`src/rtl/vend_pkg.sv`:
```
// Shared types, widths and coin values for the vending coin-credit controller.
package vend_pkg;

    typedef enum logic [1:0] {
        IDLE   = 2'd0,
        CREDIT = 2'd1,
        VEND   = 2'd2,
        CHANGE = 2'd3
    } vend_state_t;

    localparam int CREDIT_W = 3;

    localparam logic [1:0] HALF = 2'd1;
    localparam logic [1:0] ONE  = 2'd2;

    // Value of one cycle's coin inputs in half-units, one bit wider than credit
    // so that credit + value can be range-checked without wrapping.
    function automatic logic [CREDIT_W:0] coin_value(input logic half_in, input logic one_in);
        logic [CREDIT_W:0] v_half;
        logic [CREDIT_W:0] v_one;
        v_half = half_in ? {2'b00, HALF} : 4'd0;
        v_one  = one_in  ? {2'b00, ONE}  : 4'd0;
        return v_half + v_one;
    endfunction

endpackage

```
`src/rtl/vend_rr_arb2.sv`:
```
// Two-request round-robin arbiter: one-hot grant while enabled, pointer moves
// to favour the other item after every grant.
module vend_rr_arb2
    import vend_pkg::*;
(
    input  logic       clk,
    input  logic       reset,
    input  logic [1:0] req,
    input  logic       en,
    output logic [1:0] gnt
);

    // ptr_q = 0 favours item 0, ptr_q = 1 favours item 1
    logic ptr_q;
    logic ptr_d;

    // Grant selection and next pointer value
    always_comb begin
        gnt   = 2'b00;
        ptr_d = ptr_q;
        if (en) begin
            case (req)
                2'b01:   gnt = 2'b01;
                2'b10:   gnt = 2'b10;
                2'b11:   gnt = ptr_q ? 2'b10 : 2'b01;
                default: gnt = 2'b00;
            endcase
        end else begin
            gnt = 2'b00;
        end
        if (gnt != 2'b00) begin
            // granted item 0 -> favour 1, granted item 1 -> favour 0
            ptr_d = gnt[0];
        end else begin
            ptr_d = ptr_q;
        end
    end

    // Pointer register
    always_ff @(posedge clk or posedge reset) begin
        if (reset) begin
            ptr_q <= 1'b0;
        end else begin
            ptr_q <= ptr_d;
        end
    end

endmodule

```
`src/rtl/vend_controller.sv`:
```
// Coin-credit sequencer: accumulates credit, arbitrates product selects,
// hands a vend request over valid/ready, then pays change one half-unit pulse
// every second cycle. All outputs come straight from flops.
module vend_controller
    import vend_pkg::*;
#(
    parameter int PRICE      = 3,
    parameter int MAX_CREDIT = 6,
    parameter int TIMEOUT    = 16
) (
    input  logic                clk,
    input  logic                reset,
    input  logic                coin_half,
    input  logic                coin_one,
    input  logic [1:0]          sel_req,
    input  logic                cancel,
    input  logic                vend_ready,
    output logic                vend_valid,
    output logic                vend_item,
    output logic                change_pulse,
    output logic                coin_reject,
    output logic [CREDIT_W-1:0] credit,
    output logic                busy
);

    localparam int                 TMO_W    = (TIMEOUT > 2) ? $clog2(TIMEOUT) : 1;
    localparam logic [TMO_W-1:0]   TMO_LAST = TMO_W'(TIMEOUT - 1);
    localparam logic [CREDIT_W-1:0] PRICE_C = CREDIT_W'(PRICE);
    localparam logic [CREDIT_W:0]  MAX_C    = (CREDIT_W + 1)'(MAX_CREDIT);

    vend_state_t         state_q, state_d;
    logic [CREDIT_W-1:0] credit_q, credit_d;
    logic [TMO_W-1:0]    timer_q, timer_d;
    logic                vend_valid_q, vend_valid_d;
    logic                vend_item_q, vend_item_d;
    logic                change_pulse_q, change_pulse_d;
    logic                coin_reject_q, coin_reject_d;
    logic                busy_q, busy_d;

    logic [CREDIT_W:0]   value_s;
    logic [CREDIT_W:0]   sum_s;
    logic                coin_any_s;
    logic                coin_ok_s;
    logic                arb_en_s;
    logic [1:0]          gnt_s;
    logic                grant_s;
    logic [CREDIT_W-1:0] remain_s;

    // A grant needs enough credit before this cycle's coins and no cancel.
    assign arb_en_s = (state_q == CREDIT) && !cancel && (credit_q >= PRICE_C);
    assign grant_s  = (gnt_s != 2'b00);

    vend_rr_arb2 u_arb (
        .clk   (clk),
        .reset (reset),
        .req   (sel_req),
        .en    (arb_en_s),
        .gnt   (gnt_s)
    );

    // Next-state, credit, timeout and registered-output computation
    always_comb begin
        value_s        = coin_value(coin_half, coin_one);
        sum_s          = {1'b0, credit_q} + value_s;
        coin_any_s     = (value_s != 4'd0);
        remain_s       = credit_q - PRICE_C;
        coin_ok_s      = 1'b0;
        state_d        = state_q;
        credit_d       = credit_q;
        timer_d        = timer_q;
        vend_item_d    = vend_item_q;
        coin_reject_d  = 1'b0;

        // Coins are only taken while collecting credit, and only whole-cycle.
        if ((state_q == IDLE) || (state_q == CREDIT)) begin
            if (coin_any_s && (sum_s <= MAX_C)) begin
                coin_ok_s = 1'b1;
                credit_d  = sum_s[CREDIT_W-1:0];
            end else begin
                coin_reject_d = coin_any_s;
            end
        end else begin
            coin_reject_d = coin_any_s;
        end

        case (state_q)
            IDLE: begin
                if (coin_ok_s) begin
                    state_d = CREDIT;
                    timer_d = {TMO_W{1'b0}};
                end else begin
                    state_d = IDLE;
                end
            end
            CREDIT: begin
                if (cancel) begin
                    state_d = CHANGE;
                end else if (grant_s) begin
                    state_d     = VEND;
                    vend_item_d = gnt_s[1];
                    timer_d     = {TMO_W{1'b0}};
                end else if (coin_ok_s) begin
                    timer_d = {TMO_W{1'b0}};
                end else if (timer_q == TMO_LAST) begin
                    state_d = CHANGE;
                end else begin
                    timer_d = timer_q + {{(TMO_W-1){1'b0}}, 1'b1};
                end
            end
            VEND: begin
                // vend_valid is high throughout VEND, so ready alone completes it
                if (vend_ready) begin
                    credit_d = remain_s;
                    state_d  = (remain_s != {CREDIT_W{1'b0}}) ? CHANGE : IDLE;
                end else begin
                    state_d = VEND;
                end
            end
            CHANGE: begin
                if (change_pulse_q) begin
                    credit_d = credit_q - {{(CREDIT_W-1){1'b0}}, 1'b1};
                    state_d  = (credit_q == {{(CREDIT_W-1){1'b0}}, 1'b1}) ? IDLE : CHANGE;
                end else begin
                    state_d = CHANGE;
                end
            end
            default: begin
                state_d = IDLE;
            end
        endcase

        vend_valid_d   = (state_d == VEND);
        busy_d         = (state_d == VEND) || (state_d == CHANGE);
        // Pulse on the first CHANGE cycle, then alternate.
        change_pulse_d = (state_d == CHANGE) && !((state_q == CHANGE) && change_pulse_q);
    end

    // State, credit and output registers
    always_ff @(posedge clk or posedge reset) begin
        if (reset) begin
            state_q        <= IDLE;
            credit_q       <= {CREDIT_W{1'b0}};
            timer_q        <= {TMO_W{1'b0}};
            vend_valid_q   <= 1'b0;
            vend_item_q    <= 1'b0;
            change_pulse_q <= 1'b0;
            coin_reject_q  <= 1'b0;
            busy_q         <= 1'b0;
        end else begin
            state_q        <= state_d;
            credit_q       <= credit_d;
            timer_q        <= timer_d;
            vend_valid_q   <= vend_valid_d;
            vend_item_q    <= vend_item_d;
            change_pulse_q <= change_pulse_d;
            coin_reject_q  <= coin_reject_d;
            busy_q         <= busy_d;
        end
    end

    assign vend_valid   = vend_valid_q;
    assign vend_item    = vend_item_q;
    assign change_pulse = change_pulse_q;
    assign coin_reject  = coin_reject_q;
    assign credit       = credit_q;
    assign busy         = busy_q;

endmodule

```
`config.mk`:
```
export PLATFORM = sky130hd
export DESIGN_NAME = vend_controller
export DESIGN_NICKNAME = d
export VERILOG_FILES = /design/src/rtl/vend_pkg.sv /design/src/rtl/vend_rr_arb2.sv /design/src/rtl/vend_controller.sv
export SDC_FILE = /design/constraint.sdc
export NUM_CORES = 1
export LEC_CHECK = 0
export BUFFER_PORTS_ARGS = -buffer_cell sky130_fd_sc_hd__buf_2
export CAP_MARGIN = 25
export CELL_PAD_IN_SITES_DETAIL_PLACEMENT = 2
export CELL_PAD_IN_SITES_GLOBAL_PLACEMENT = 2
export CORE_ASPECT_RATIO = 0.9
export CORE_MARGIN = 2
export CORE_UTILIZATION = 34
export CTS_CLUSTER_SIZE = 16
export DETAILED_ROUTE_END_ITERATION = 16
export PLACE_DENSITY_LB_ADDON = 0.1
export SLEW_MARGIN = 25
export SYNTH_ARGS = -nofsm -noshare
export SYNTH_HDL_FRONTEND = slang
export SYNTH_SLANG_ARGS = --single-unit
export TNS_END_PERCENT = 30
```
`constraint.sdc`:
```
create_clock -name clk -period 2.84 [get_ports clk]
set_input_delay 0.426 -clock clk [delete_from_list [all_inputs] [get_ports clk]]
set_output_delay 0.426 -clock clk [all_outputs]
set_load 0.005 [all_outputs]
```
==> impl_metrics.csv <==
group,metric,value,unit
synthesis,yosys_warnings,0,
worst_setup_path,rrSetupSlack,0.60,ns
synthesis,syn_area,1090,um^2
timing,timing.setup.tns,0,ns
cts,cts_root_buf,"clkbuf_4",
synthesis,synth.avg_cell_area,9.39,um^2
synthesis,ys_top_cells_by_count,"dfrtp_1 (15), inv_1 (9), nand3_1 (9), ha_1 (8), nand2_1 (8)",
cts,cts_setup_buffers,0,
synthesis,synthDistinctLibCells,45,
synthesis,syn_inst,116,
timing,finalClockSkew,0.00400,ns
cts,hold_buffers,0,
synthesis,yosysMostFrequentCell,"dfrtp_1",
cells_and_area,area_delta_synth_final,11.3,%
synthesis,synth_ff_type,"dfrtp_1",
routing,drt-initial-drc-count,9,
run_status,status,"finished clean",
timing,fin_crit,2.24,ns
cts,clockBufferDepth,2,
timing,fin_crit_sh,78.7,%
cts,cts_resized,0,
timing,final-setup-viol-count,0,
synthesis,ys_ff_latch,15,
worst_setup_path,r2r_end,"timer_q[2]",
placed_design,place_hpwl,2300,um
cts,cts.sinks,15,
cts,cts_tree,"done",
cts,ctsHtreeMaxLevel,1,
routing,wl_per_cell,16.9,um
die,die-area,3670,um^2
worst_setup_path,crit_path_max_fanout,10,
synthesis,ys_seq_area_share,34.4,%
die,die_h,57.7,um
timing,worst_pin_slew,0.613,ns
cts,clock_insertion_delay_worst_skew,0.29,ns
grt,grt_usage,18.2,%
grt,grt_pass1_vias,1061,
synthesis,synth_compound_gate_area_share,28.9,%
timing,clock.fmax,447,MHz
power_and_ir_drop,leakage,0.000533,uW
synthesis,synth-simple-area-share,17.1,%
synthesis,synthAdderAreaFrac,11.0,%
worst_setup_path,end_kind,"register",
synthesis,synth_nets,133,
grt,antenna_found_initial,0,
cells_and_area,stdcell_area,1210,um^2
grt,grt_max_degree,16,
synthesis,synth_top_family_by_area,"compound AO/OA/AOI/OAI gates",
cells_and_area,finalNetCount,149,
worst_setup_path,r2r_start,"credit[0]",
worst_setup_path,worstPathArrival,2.41,ns
routing,vias_per_cell,5.59,
routing,remaining_drc_errors,0,
grt,grt-ovfl-total,0,
routing,wl,2920,um
synthesis,synth_edf_count,0,
synthesis,async_reset_ff_share,100,%
routing,drtAntennaViolNets,0,
synthesis,synth_top_area_share,34.4,%
synthesis,synth.mux.area_fraction,0.918,%
min_path,hold_class,"in -> async",
worst_setup_path,required,3.01,ns
run,cap_violations,0,
grt,grt_pass1_wl,5100,um
die,coreArea,3070,um^2
die,rows,19,
cells_and_area,drive_gt1_share,19.8,%
power_and_ir_drop,peakVddDrop,364,uV
routing,detail_route.first_pass.iterations,4,
timing,maxSlewViolCount,0,
cells_and_area,n_antenna_cell,0,
routing,vias,967,
placed_design,placed_cell_area,1190,um^2
timing,rsz0062_at_grt,"no",
synthesis,synthXorXnorAreaFrac,1.61,%
placed_design,place.gp.congestion,0.731,
power_and_ir_drop,power_density,1090,nW/um^2
die,top_level_ports,16,
placed_design,io_buffers,15,
timing,max_slew_margin,59.1,%
timing,finalHoldViolCount,0,
synthesis,yosys.area.top_type,"dfrtp_1",
die,initial_core_util,35.5,%
cts,cts.clk_slew.worst_paths,0.09,ns
cts,numCtsBuffers,3,
worst_setup_path,critPathKind,"reg -> reg",
worst_setup_path,cp-start-kind,"register",
synthesis,synth_area_leaders,"dfrtp_1 (34%), ha_1 (9.2%), nand3_1 (4.1%)",
worst_setup_path,rr_worst_depth,6,
die,die_x,63.7,um
## flip-flops by register name, indices dropped and copies added, names as in the netlist
register / flops
busy: 1
change_pulse: 1
coin_reject: 1
credit: 3
state_q: 2
timer_q: 4
u_arb.ptr_q: 1
vend_item: 1
vend_valid: 1
## layer usage
metal | up-vias | global-route usage [%] | wire length (um)
met5 | - | 0 | 0
met1 | 484 | 22.6 | 1380
li1 | 465 | - | -
met4 | 0 | 5.59 | 32
met2 | 14 | 31.4 | 1440
met3 | 4 | 4.66 | 68
## layout make-up
type                    count  area [um^2]
flip-flops and latches     15          375
clock buffers               4         26.3
inverters                   9         33.8
multi-input cells          88          649
fillers                   356         1850
repair buffers             15         75.1
well taps                  42         52.6
## placed cells by master, fill, tap and decap left out, types with 2 or more instances in the layout
cell,count
nand2_1,8
clkbuf_4,3
a22oi_1,2
inv_1,9
a31oi_1,4
nand2b_1,3
a21oi_1,7
ha_1,8
buf_2,15
a211oi_1,3
o21ai_0,2
nor2_1,5
nand3_1,9
dfrtp_1,15
o22ai_1,2
o211ai_1,5
o21ai_2,2
o2bb2ai_1,2
## power by group
part           internal, uW  leakage, uW  switching [uW]
sequential              303     0.000187             152
combinational           324     0.000332             415
clock                  54.7    0.0000150            73.2
## logic make-up after synthesis
logic type / count (synthesis)
simple gates: 35
flops: 15
buf+inv: 13
xor+xnor: 2
fa+ha+maj: 9
compound gates: 41
mux: 1
## worst max-delay path: stages, from the launching register on
cell and delay (ns):
dfrtp_1 0.52, ha_1 0.28, fa_1 0.43, xor2_1 0.17, and3_1 0.29, o31ai_2 0.31
a211oi_1 0.12
## through the flow
| stage | utilization, % | worst slack (ns) | total power (uW) | std cells | hold WS (ns) |
|---|---|---|---|---|---|
| 2_1_floorplan | - | 0.760 | 999 | 116 | 0.327 |
| 4_1_cts | 39.5 | 0.592 | 1350 | 173 | 0.202 |
| 6_report | 39.5 | 0.605 | 1320 | 173 | 0.192 |
| 5_1_grt | 39.5 | 0.388 | 1470 | 173 | 0.213 |
| 3_3_place_gp | 38.7 | 0.665 | 1160 | 169 | 0.471 |
| 3_5_place_dp | 38.7 | 0.605 | 1210 | 169 | 0.482 |
## how the worst max path moves through the flow
stage,start,end
floorplan,credit[0],timer_q[2]
global placement,credit[0],timer_q[2]
detailed placement,credit[0],timer_q[2]
CTS,credit[0],timer_q[2]
global route,credit[0],busy
finish,credit[0],timer_q[2]
(Power assumes the default switching activity.)
